===== config.mk =====
export PLATFORM = sky130hd
export DESIGN_NAME = operand_loader
export DESIGN_NICKNAME = d
export VERILOG_FILES = /design/src/rtl/operand_loader.sv
export SDC_FILE = /design/constraint.sdc
export NUM_CORES = 1
export LEC_CHECK = 0
export BUFFER_PORTS_ARGS = -buffer_cell sky130_fd_sc_hd__buf_2
export CELL_PAD_IN_SITES_DETAIL_PLACEMENT = 1
export CELL_PAD_IN_SITES_GLOBAL_PLACEMENT = 2
export CORE_MARGIN = 1.5
export CORE_UTILIZATION = 36
export DETAILED_ROUTE_END_ITERATION = 10
export PLACE_DENSITY_LB_ADDON = 0.1
export SYNTH_ARGS = -nofsm -noshare
export SYNTH_HDL_FRONTEND = slang
export SYNTH_SLANG_ARGS = --single-unit

===== constraint.sdc =====
create_clock -name clk -period 1.9 [get_ports clk]
set_input_delay 0.285 -clock clk [delete_from_list [all_inputs] [get_ports clk]]
set_output_delay 0.285 -clock clk [all_outputs]
set_load 0.01 [all_outputs]

===== src/rtl/operand_loader.sv =====
`default_nettype none
//============================================================================
// Module   : operand_loader
// Purpose  : Debounces the enter/clear push-buttons and captures operand A,
//            then operand B, from four slide switches. Both operands are held
//            stable for the downstream add/subtract block, and a flag marks
//            when a complete pair has been loaded.
// Revision : 1.0  initial release
//============================================================================
module operand_loader #(
    parameter int DEBOUNCE_CYCLES = 1000000,
    parameter int CNT_W           = 20
) (
    input  logic       clk,
    input  logic       rst_n,
    input  logic [3:0] sw,
    input  logic       btn_enter,
    input  logic       btn_clear,
    output logic [3:0] A,
    output logic [3:0] B,
    output logic       operands_valid,
    output logic [1:0] state
);

    // Terminal debounce count: a level change is accepted on the cycle that
    // finds the counter at this value with the levels still disagreeing.
    localparam logic [CNT_W-1:0] C_CNT_MAX = CNT_W'(DEBOUNCE_CYCLES - 1);

    // Button index 0 is enter, index 1 is clear.
    localparam int C_NUM_BTN = 2;
    localparam int C_ENTER   = 0;
    localparam int C_CLEAR   = 1;

    typedef enum logic [1:0] {
        S_WAIT_A = 2'b00,
        S_WAIT_B = 2'b01,
        S_READY  = 2'b10
    } state_t;

    // ------------------------------------------------------------------
    // Input synchronizers
    // ------------------------------------------------------------------
    logic [3:0]           r_sw_meta;
    logic [3:0]           r_sw_sync;
    logic [C_NUM_BTN-1:0] r_btn_meta;
    logic [C_NUM_BTN-1:0] r_btn_sync;
    logic [C_NUM_BTN-1:0] w_press;

    // Two-flop synchronizers for the switches and both raw buttons.
    always_ff @(posedge clk or negedge rst_n) begin
        if (!rst_n) begin
            r_sw_meta  <= '0;
            r_sw_sync  <= '0;
            r_btn_meta <= '0;
            r_btn_sync <= '0;
        end else begin
            r_sw_meta  <= sw;
            r_sw_sync  <= r_sw_meta;
            r_btn_meta <= {btn_clear, btn_enter};
            r_btn_sync <= r_btn_meta;
        end
    end

    // ------------------------------------------------------------------
    // Per-button debounce and rising-edge press pulse
    // ------------------------------------------------------------------
    for (genvar i = 0; i < C_NUM_BTN; i++) begin : g_debounce
        logic [CNT_W-1:0] r_cnt;
        logic             r_level;
        logic             r_level_d;
        logic             r_pulse;

        // Count cycles of disagreement between the synced and debounced
        // levels; any agreeing cycle restarts the count, so short glitches
        // never reach the terminal value.
        always_ff @(posedge clk or negedge rst_n) begin
            if (!rst_n) begin
                r_cnt   <= '0;
                r_level <= 1'b0;
            end else if (r_btn_sync[i] == r_level) begin
                r_cnt <= '0;
            end else if (r_cnt == C_CNT_MAX) begin
                r_cnt   <= '0;
                r_level <= r_btn_sync[i];
            end else begin
                r_cnt <= r_cnt + CNT_W'(1);
            end
        end

        // One-cycle registered pulse on each 0->1 of the debounced level;
        // both flops reset low so reset release can never fake an edge.
        always_ff @(posedge clk or negedge rst_n) begin
            if (!rst_n) begin
                r_level_d <= 1'b0;
                r_pulse   <= 1'b0;
            end else begin
                r_level_d <= r_level;
                r_pulse   <= r_level & ~r_level_d;
            end
        end

        assign w_press[i] = r_pulse;
    end

    // ------------------------------------------------------------------
    // Operand capture FSM
    // ------------------------------------------------------------------
    state_t     r_state;
    state_t     w_state_nxt;
    logic [3:0] r_a;
    logic [3:0] r_b;
    logic       r_valid;
    logic [3:0] w_a_nxt;
    logic [3:0] w_b_nxt;
    logic       w_valid_nxt;

    // State and operand registers.
    always_ff @(posedge clk or negedge rst_n) begin
        if (!rst_n) begin
            r_state <= S_WAIT_A;
            r_a     <= '0;
            r_b     <= '0;
            r_valid <= 1'b0;
        end else begin
            r_state <= w_state_nxt;
            r_a     <= w_a_nxt;
            r_b     <= w_b_nxt;
            r_valid <= w_valid_nxt;
        end
    end

    // Next-state/operand logic: clear has priority over enter; without a
    // pulse everything holds, so switch motion never reaches A/B.
    always_comb begin
        w_state_nxt = r_state;
        w_a_nxt     = r_a;
        w_b_nxt     = r_b;
        w_valid_nxt = r_valid;

        if (w_press[C_CLEAR]) begin
            w_state_nxt = S_WAIT_A;
            w_a_nxt     = '0;
            w_b_nxt     = '0;
            w_valid_nxt = 1'b0;
        end else if (w_press[C_ENTER]) begin
            case (r_state)
                S_WAIT_A: begin
                    w_a_nxt     = r_sw_sync;
                    w_state_nxt = S_WAIT_B;
                end
                S_WAIT_B: begin
                    w_b_nxt     = r_sw_sync;
                    w_valid_nxt = 1'b1;
                    w_state_nxt = S_READY;
                end
                S_READY: begin
                    // Start a new pair; B keeps its old value until replaced.
                    w_a_nxt     = r_sw_sync;
                    w_valid_nxt = 1'b0;
                    w_state_nxt = S_WAIT_B;
                end
                default: begin
                    w_state_nxt = S_WAIT_A;
                    w_a_nxt     = '0;
                    w_b_nxt     = '0;
                    w_valid_nxt = 1'b0;
                end
            endcase
        end
    end

    assign A              = r_a;
    assign B              = r_b;
    assign operands_valid = r_valid;
    assign state          = r_state;

endmodule
`default_nettype wire

-- Word-level counts from Yosys, hierarchy flattened
Cells that the tools add are included.
- bits in read-only memories: 0
- register bits: 69
- bits in latches: 0
- memories: 0
- input bits: 8
- memory bits (writable): 0
- muxes and demuxes: 16
- equality and inequality tests: 9
- multipliers: 0
- reduce and logical (&&, ||, !) cells: 8
- divide/modulo/power cells: 0
- shift operators: 0
- bitwise gates (word level): 6
- $lt $le $gt $ge: 0
- add/sub/neg operators: 2
- operators by type and width (operator ; count):
    two-way mux 20 bit ; 4
    adder 20 x 1 -> 20 bit (second input constant) ; 2
    == test 20 bit (second input constant) ; 2
    two-way mux 4 bit ; 4
    one-hot mux 4 bit (2 select lines) ; 2
    AND reduction 2 bit ; 5
    two-way mux 2 bit ; 2
    inequality test 2 bit (second input constant) ; 2
    NOT 1 bit ; 4
    one-hot mux 2 bit (2 select lines) ; 1
    bitwise AND 1 bit ; 2
    == test 1 bit ; 2
    == test 2 x 1 -> 1 bit (second input constant) ; 1
    == test 2 bit (second input constant) ; 1
    zero test 2 bit ; 1
    two-way mux 1 bit ; 2
    inequality test 2 x 1 -> 1 bit (second input constant) ; 1
    one-hot mux 1 bit (2 select lines) ; 1
    nonzero test 2 bit ; 1
    OR reduction 2 bit ; 1

-- Depth between registers and ports, before layout
- depth after elaboration: 5
- depth in mapped cells: 6
- depth with buffers taken out: 5

-- Least setup slack after synthesis
Ideal clock, no wire load.
- kind: reg-to-reg
- from: register g_debounce[0].r_cnt[15]
- to: register g_debounce[0].r_cnt[16]
- setup time: 0.119 ns
- required time: 1.781 ns
- arrival time: 1.861 ns
- slack: -0.079 ns
- cell stages (with the launch flop): 6
- cell sequence: dfrtp_1 -> or4b_1 -> or4_4 -> o21ai_4 -> buf_6 -> nor2_1
- word-level cells in the longest chain between the ends: 3
- ends and longest elaborated chain (element ; RTL line ; source):
    from (decl) ; 68 ; logic [CNT_W-1:0] r_cnt;
    from (signal assigned) ; 86 ; r_cnt <= r_cnt + CNT_W'(1);
    adder 20 x 1 -> 20 bit or == test 20 bit (tied branches) ; 86, 82 ;
    two-way mux 20 bit (*) ; 82 ; end else if (r_cnt == C_CNT_MAX) begin
    two-way mux 20 bit (*) ; 80 ; end else if (r_btn_sync[i] == r_level) begin
Every way passes the cells marked *; elsewhere a longest branch is shown, timed or not.
A chain may end at the register's enable or synchronous reset.

-- Worst setup path after layout
- from: register g_debounce[1].r_cnt[12]
- to: register g_debounce[1].r_level
- word-level cells in the longest chain between the ends: 2
- ends and longest elaborated chain (element ; RTL line ; source):
    from (decl) ; 68 ;
    from (signal assigned) ; 86 ;
    == test 20 bit ; 82 ;
    AND reduction 2 bit (no source line) ; - ;
    to (signal assigned) ; 84 ; r_level <= r_btn_sync[i];
    to (decl) ; 69 ; logic r_level;
Every way passes these cells.

==> implementation parameters <==
Parameter                              Value

Run status
  Result of the run ... finished, violations left
  Violated checks ... negative setup slack

Worst setup path
  Family with the most delay on the worst path ... simple AND/OR/NAND/NOR gates
  Chain of cells forming the critical path ... or4_4 -> or4_4 -> nor2_2 -> mux2_2
  Data arrival time of the critical path ... 2.26 ns
  Number of buffers and inverters on the critical path ... 0
  Critical Path Max Stage Delay ... 0.55 ns
  Kind of start point of the critical path ... flop
  CP endpoint kind ... flop
  Most common cell type on the critical path ... sky130_fd_sc_hd__or4_4
  Highest fanout seen on the critical path ... 2
  Data required, critical path ... 2.14 ns
  Worst Setup Path Type ... reg -> reg
  CP max-delay cell ... sky130_fd_sc_hd__or4_4

Final layout
  Most common library cell in the layout ignoring fill and taps ... sky130_fd_sc_hd__dfrtp_1
  Post-layout utilization of the core ... 48.5%
  Fin cells ... 445
  Layout cells sized above 1 ... 30.6%
  Most used cells in the layout excluding fill and tap cells ... 69 x sky130_fd_sc_hd__dfrtp_1, 35 x sky130_fd_sc_hd__buf_4, 28 x sky130_fd_sc_hd__nor2_1
  Growth of design area from synthesis to finish ... 27.9%
  Antenna Diode Count ... 0
  Total number of nets in the final design ... 348

STA
  Count of endpoints failing hold in the final timing report ... 0
  Setup repair after global routing missed its margin ... true
  Final worst-path cycle share ... 107%
  Shortest period the worst path allows ... 2.02 ns
  Final setup violation count ... 41
  Final worst slack ... -0.125 ns
  Worst slew margin relative to its limit ... 60.6%
  Highest clock frequency the design can meet ... 0.494 GHz
  Clk_skew ... 0.0115 ns
  Final count of pins violating max slew ... 0
  Least-Margin Pin Slew ... 0.591 ns

Synth
  Register area share after synthesis ... 58.1%
  Number of standard cells after synthesis ... 276
  Post-synthesis async set-or-reset flop share ... 100%
  YS warnings ... 0
  Net count after synthesis ... 286
  Main flop type after synthesis ... sky130_fd_sc_hd__dfrtp_1
  Number of register bits inferred by synthesis ... 69
  Total standard cell area after synthesis ... 2970 µm²
  Number of enable-type register cells in the synthesized netlist ... 0
  Number of unique standard cell types used by synthesis ... 35
  Synthesized area divided by synthesized cell count ... 10.8 µm²

Global route
  Number of antenna violations at the first check in global routing ... 0
  GRT Total Usage ... 17.1%
  Largest net degree at the start of global routing ... 27
  Via count of the first global-routing pass ... 2408
  Congestion Overflow GR ... 0
  Wire length of the first global-routing pass ... 11600 µm

CTS
  Worst-skew pair later-pin latency ... 0.35 ns
  CTS buffer count ... 9
  Buffer levels on the longest clock path ... 2
  Sink count of the clock tree ... 69
  Maximum level of the CTS H-tree ... 3
  Register clock-pin slew on the reported worst setup and hold paths ... 0.09 ns
  Clock tree from TritonCTS ... built
  Buffer cell driving the clock tree root ... sky130_fd_sc_hd__clkbuf_8

Power and ir drop
  Static Leak ... 0.00166 µW
  Relative contribution of the clock network to total power ... 43.5%
  Power per standard cell area ... 755 nW/µm²
  Net switching power of the design ... 711 µW
  Peak ir drop on the vdd network ... 0.340 mV
  Gate power share ... 4.0%
  Post-route total power ... 2870 µW
  Proportion of power drawn by flip-flops and latches ... 52.5%
  Switching power share of the total ... 24.8%
  Total internal power ... 2160 µW

Place
  Estimated wirelength of the detail-placed design ... 4730 µm
  Final RePlAce weighted congestion ... 0.760
  Instance count after placement with tap cells included ... 425
  Input/output buffers ... 18
  Worst slack at placement ... -0.128 ns

Drt
  Total via count after detailed routing ... 2247
  Post-detailed-routing wire length ... 6620 µm
  Final routed DRC violation total ... 0
  TritonRoute pass-1 iters ... 4
  Remaining antenna violation count ... 0
  Vias per std cell ... 5.05
  Iteration-0 DRC count of the detailed router ... 42
  Post-detailed-route wirelength per cell ... 14.9 µm

Floorplan
  Number of placement rows ... 32
  Width of the die ... 93.9 µm
  Die Span Y ... 93.9 µm
  Die outline area ... 8810 µm²
  Total core area ... 7850 µm²
  Initial Utilization ... 37.9%
  Count of boundary I/O pins ... 19

Hold path
  Hold/Removal Path Class ... in -> reg

Run
  Number of max-capacitance violations reported ... 0
[path summary, 6_finish.rpt]
kind,startpoint,to,slack (ns),depth (start not counted)
worst max-delay path,g_debounce[1].r_cnt[12],g_debounce[1].r_level,-0.12,4
worst min-delay path,btn_clear,r_btn_meta[1],0.03,1
worst max register to register,g_debounce[1].r_cnt[12],g_debounce[1].r_level,-0.12,4
worst min register to register,r_sw_meta[2],r_sw_sync[2],0.36,0
max in group asynchronous,rst_n,g_debounce[0].r_cnt[4],0.88,3
min in group asynchronous,rst_n,r_sw_meta[3],0.47,2
[repair_timing]
action	in CTS	in global routing
buffers inserted	0	2
cloned	0	1
pin swaps	3	2
hold endpoints to repair	21	0
hold buffers	1	0
endpoints found under the setup margin	41	41
resized for setup	11	16
[final cells by class]
cell class	count	area [µm²]
Fill cell	906	4050
Sequential cell	69	1730
Multi-Input combinational cell	191	1270
Timing Repair Buffer	59	445
Tap cell	102	128
Clock buffer	9	124
Clock inverter	7	81.3
Inverter	8	30.0
[flip-flops by register name (all words and copies together), names as in the netlist]
| register | cells |
|---|---|
| g_debounce.r_pulse | 2 |
| operands_valid | 1 |
| r_sw_meta | 4 |
| r_btn_meta | 2 |
| r_btn_sync | 2 |
| B | 4 |
| g_debounce.r_level_d | 2 |
| g_debounce.r_level | 2 |
| A | 4 |
| r_sw_sync | 4 |
| g_debounce.r_cnt | 40 |
| state | 2 |
[cell usage after synthesis (2+ instances only)]
| cell type | instances | share of area [%] |
|---|---|---|
| sky130_fd_sc_hd__ha_1 | 2 | 0.84 |
| sky130_fd_sc_hd__xor2_1 | 12 | 3.5 |
| sky130_fd_sc_hd__nor4_1 | 4 | 0.84 |
| sky130_fd_sc_hd__nor2_1 | 39 | 4.9 |
| sky130_fd_sc_hd__a21oi_1 | 18 | 3.0 |
| sky130_fd_sc_hd__and4_2 | 2 | 0.67 |
| sky130_fd_sc_hd__nand2_1 | 10 | 1.3 |
| sky130_fd_sc_hd__nand4_1 | 8 | 1.7 |
| sky130_fd_sc_hd__and2_1 | 2 | 0.42 |
| sky130_fd_sc_hd__or4b_1 | 2 | 0.67 |
| sky130_fd_sc_hd__or4_1 | 11 | 2.8 |
| sky130_fd_sc_hd__a22oi_1 | 4 | 1.0 |
| sky130_fd_sc_hd__nand3_1 | 18 | 3.0 |
| sky130_fd_sc_hd__o21ai_0 | 8 | 1.3 |
| sky130_fd_sc_hd__nor3_1 | 4 | 0.67 |
| sky130_fd_sc_hd__mux2_2 | 3 | 1.1 |
| sky130_fd_sc_hd__nor3b_1 | 4 | 1.0 |
| sky130_fd_sc_hd__clkbuf_1 | 4 | 0.50 |
| sky130_fd_sc_hd__xnor2_1 | 14 | 4.1 |
| sky130_fd_sc_hd__o31ai_1 | 6 | 1.5 |
| sky130_fd_sc_hd__inv_1 | 8 | 1.0 |
| sky130_fd_sc_hd__and3_1 | 2 | 0.42 |
| sky130_fd_sc_hd__buf_2 | 3 | 0.50 |
| sky130_fd_sc_hd__dfrtp_1 | 69 | 58 |
| sky130_fd_sc_hd__nor2b_1 | 3 | 0.63 |
| sky130_fd_sc_hd__or3_1 | 7 | 1.5 |
[per-stage QoR]
step / hold WS [ns] / cell area [µm²] / TNS (ns)
floorplan: -0.0106 / 2990 / -0.904
global placement: 0.314 / 3480 / -1.22
detailed placement: 0.320 / 3480 / -2.63
CTS: 0.0173 / 3730 / -3.58
global route: 0.0207 / 3800 / -5.75
finish: 0.0314 / 3800 / -3.28
[metal layers]
layer | routed length, µm | part of all wire [%] | vias to the layer above | track usage, %
met3 | 131 | 2.0 | 11 | 2.67
met2 | 3040 | 46 | 22 | 26.6
met1 | 3310 | 50 | 1116 | 23.3
met5 | 0 | 0 | - | 0
li1 | - | - | 1098 | -
met4 | 133 | 2.0 | 0 | 8.21
[kinds of logic after synthesis]
family          share of synthesized area [%]
fa+ha+maj                               0.842
mux                                      1.14
compound gates                           7.87
xor+xnor                                 7.66
buf+inv                                  2.40
flops                                    58.1
simple gates                             22.0
[worst register-to-register path: stages, from the launching register on]
cell and delay [ns]:
sky130_fd_sc_hd__dfrtp_1 0.39, sky130_fd_sc_hd__or4_4 0.53, sky130_fd_sc_hd__or4_4 0.55, sky130_fd_sc_hd__nor2_2 0.11, sky130_fd_sc_hd__mux2_2 0.33
[power by group through the flow]
stage	registers [µW]	logic (µW)	clock network, µW
global placement	1540	105	0
CTS	1510	112	1290
detailed placement	1540	107	0
global route	1510	130	1350
floorplan	1530	35.4	0
finish	1510	114	1250
No activity file was read; power rests on OpenSTA's default activity.
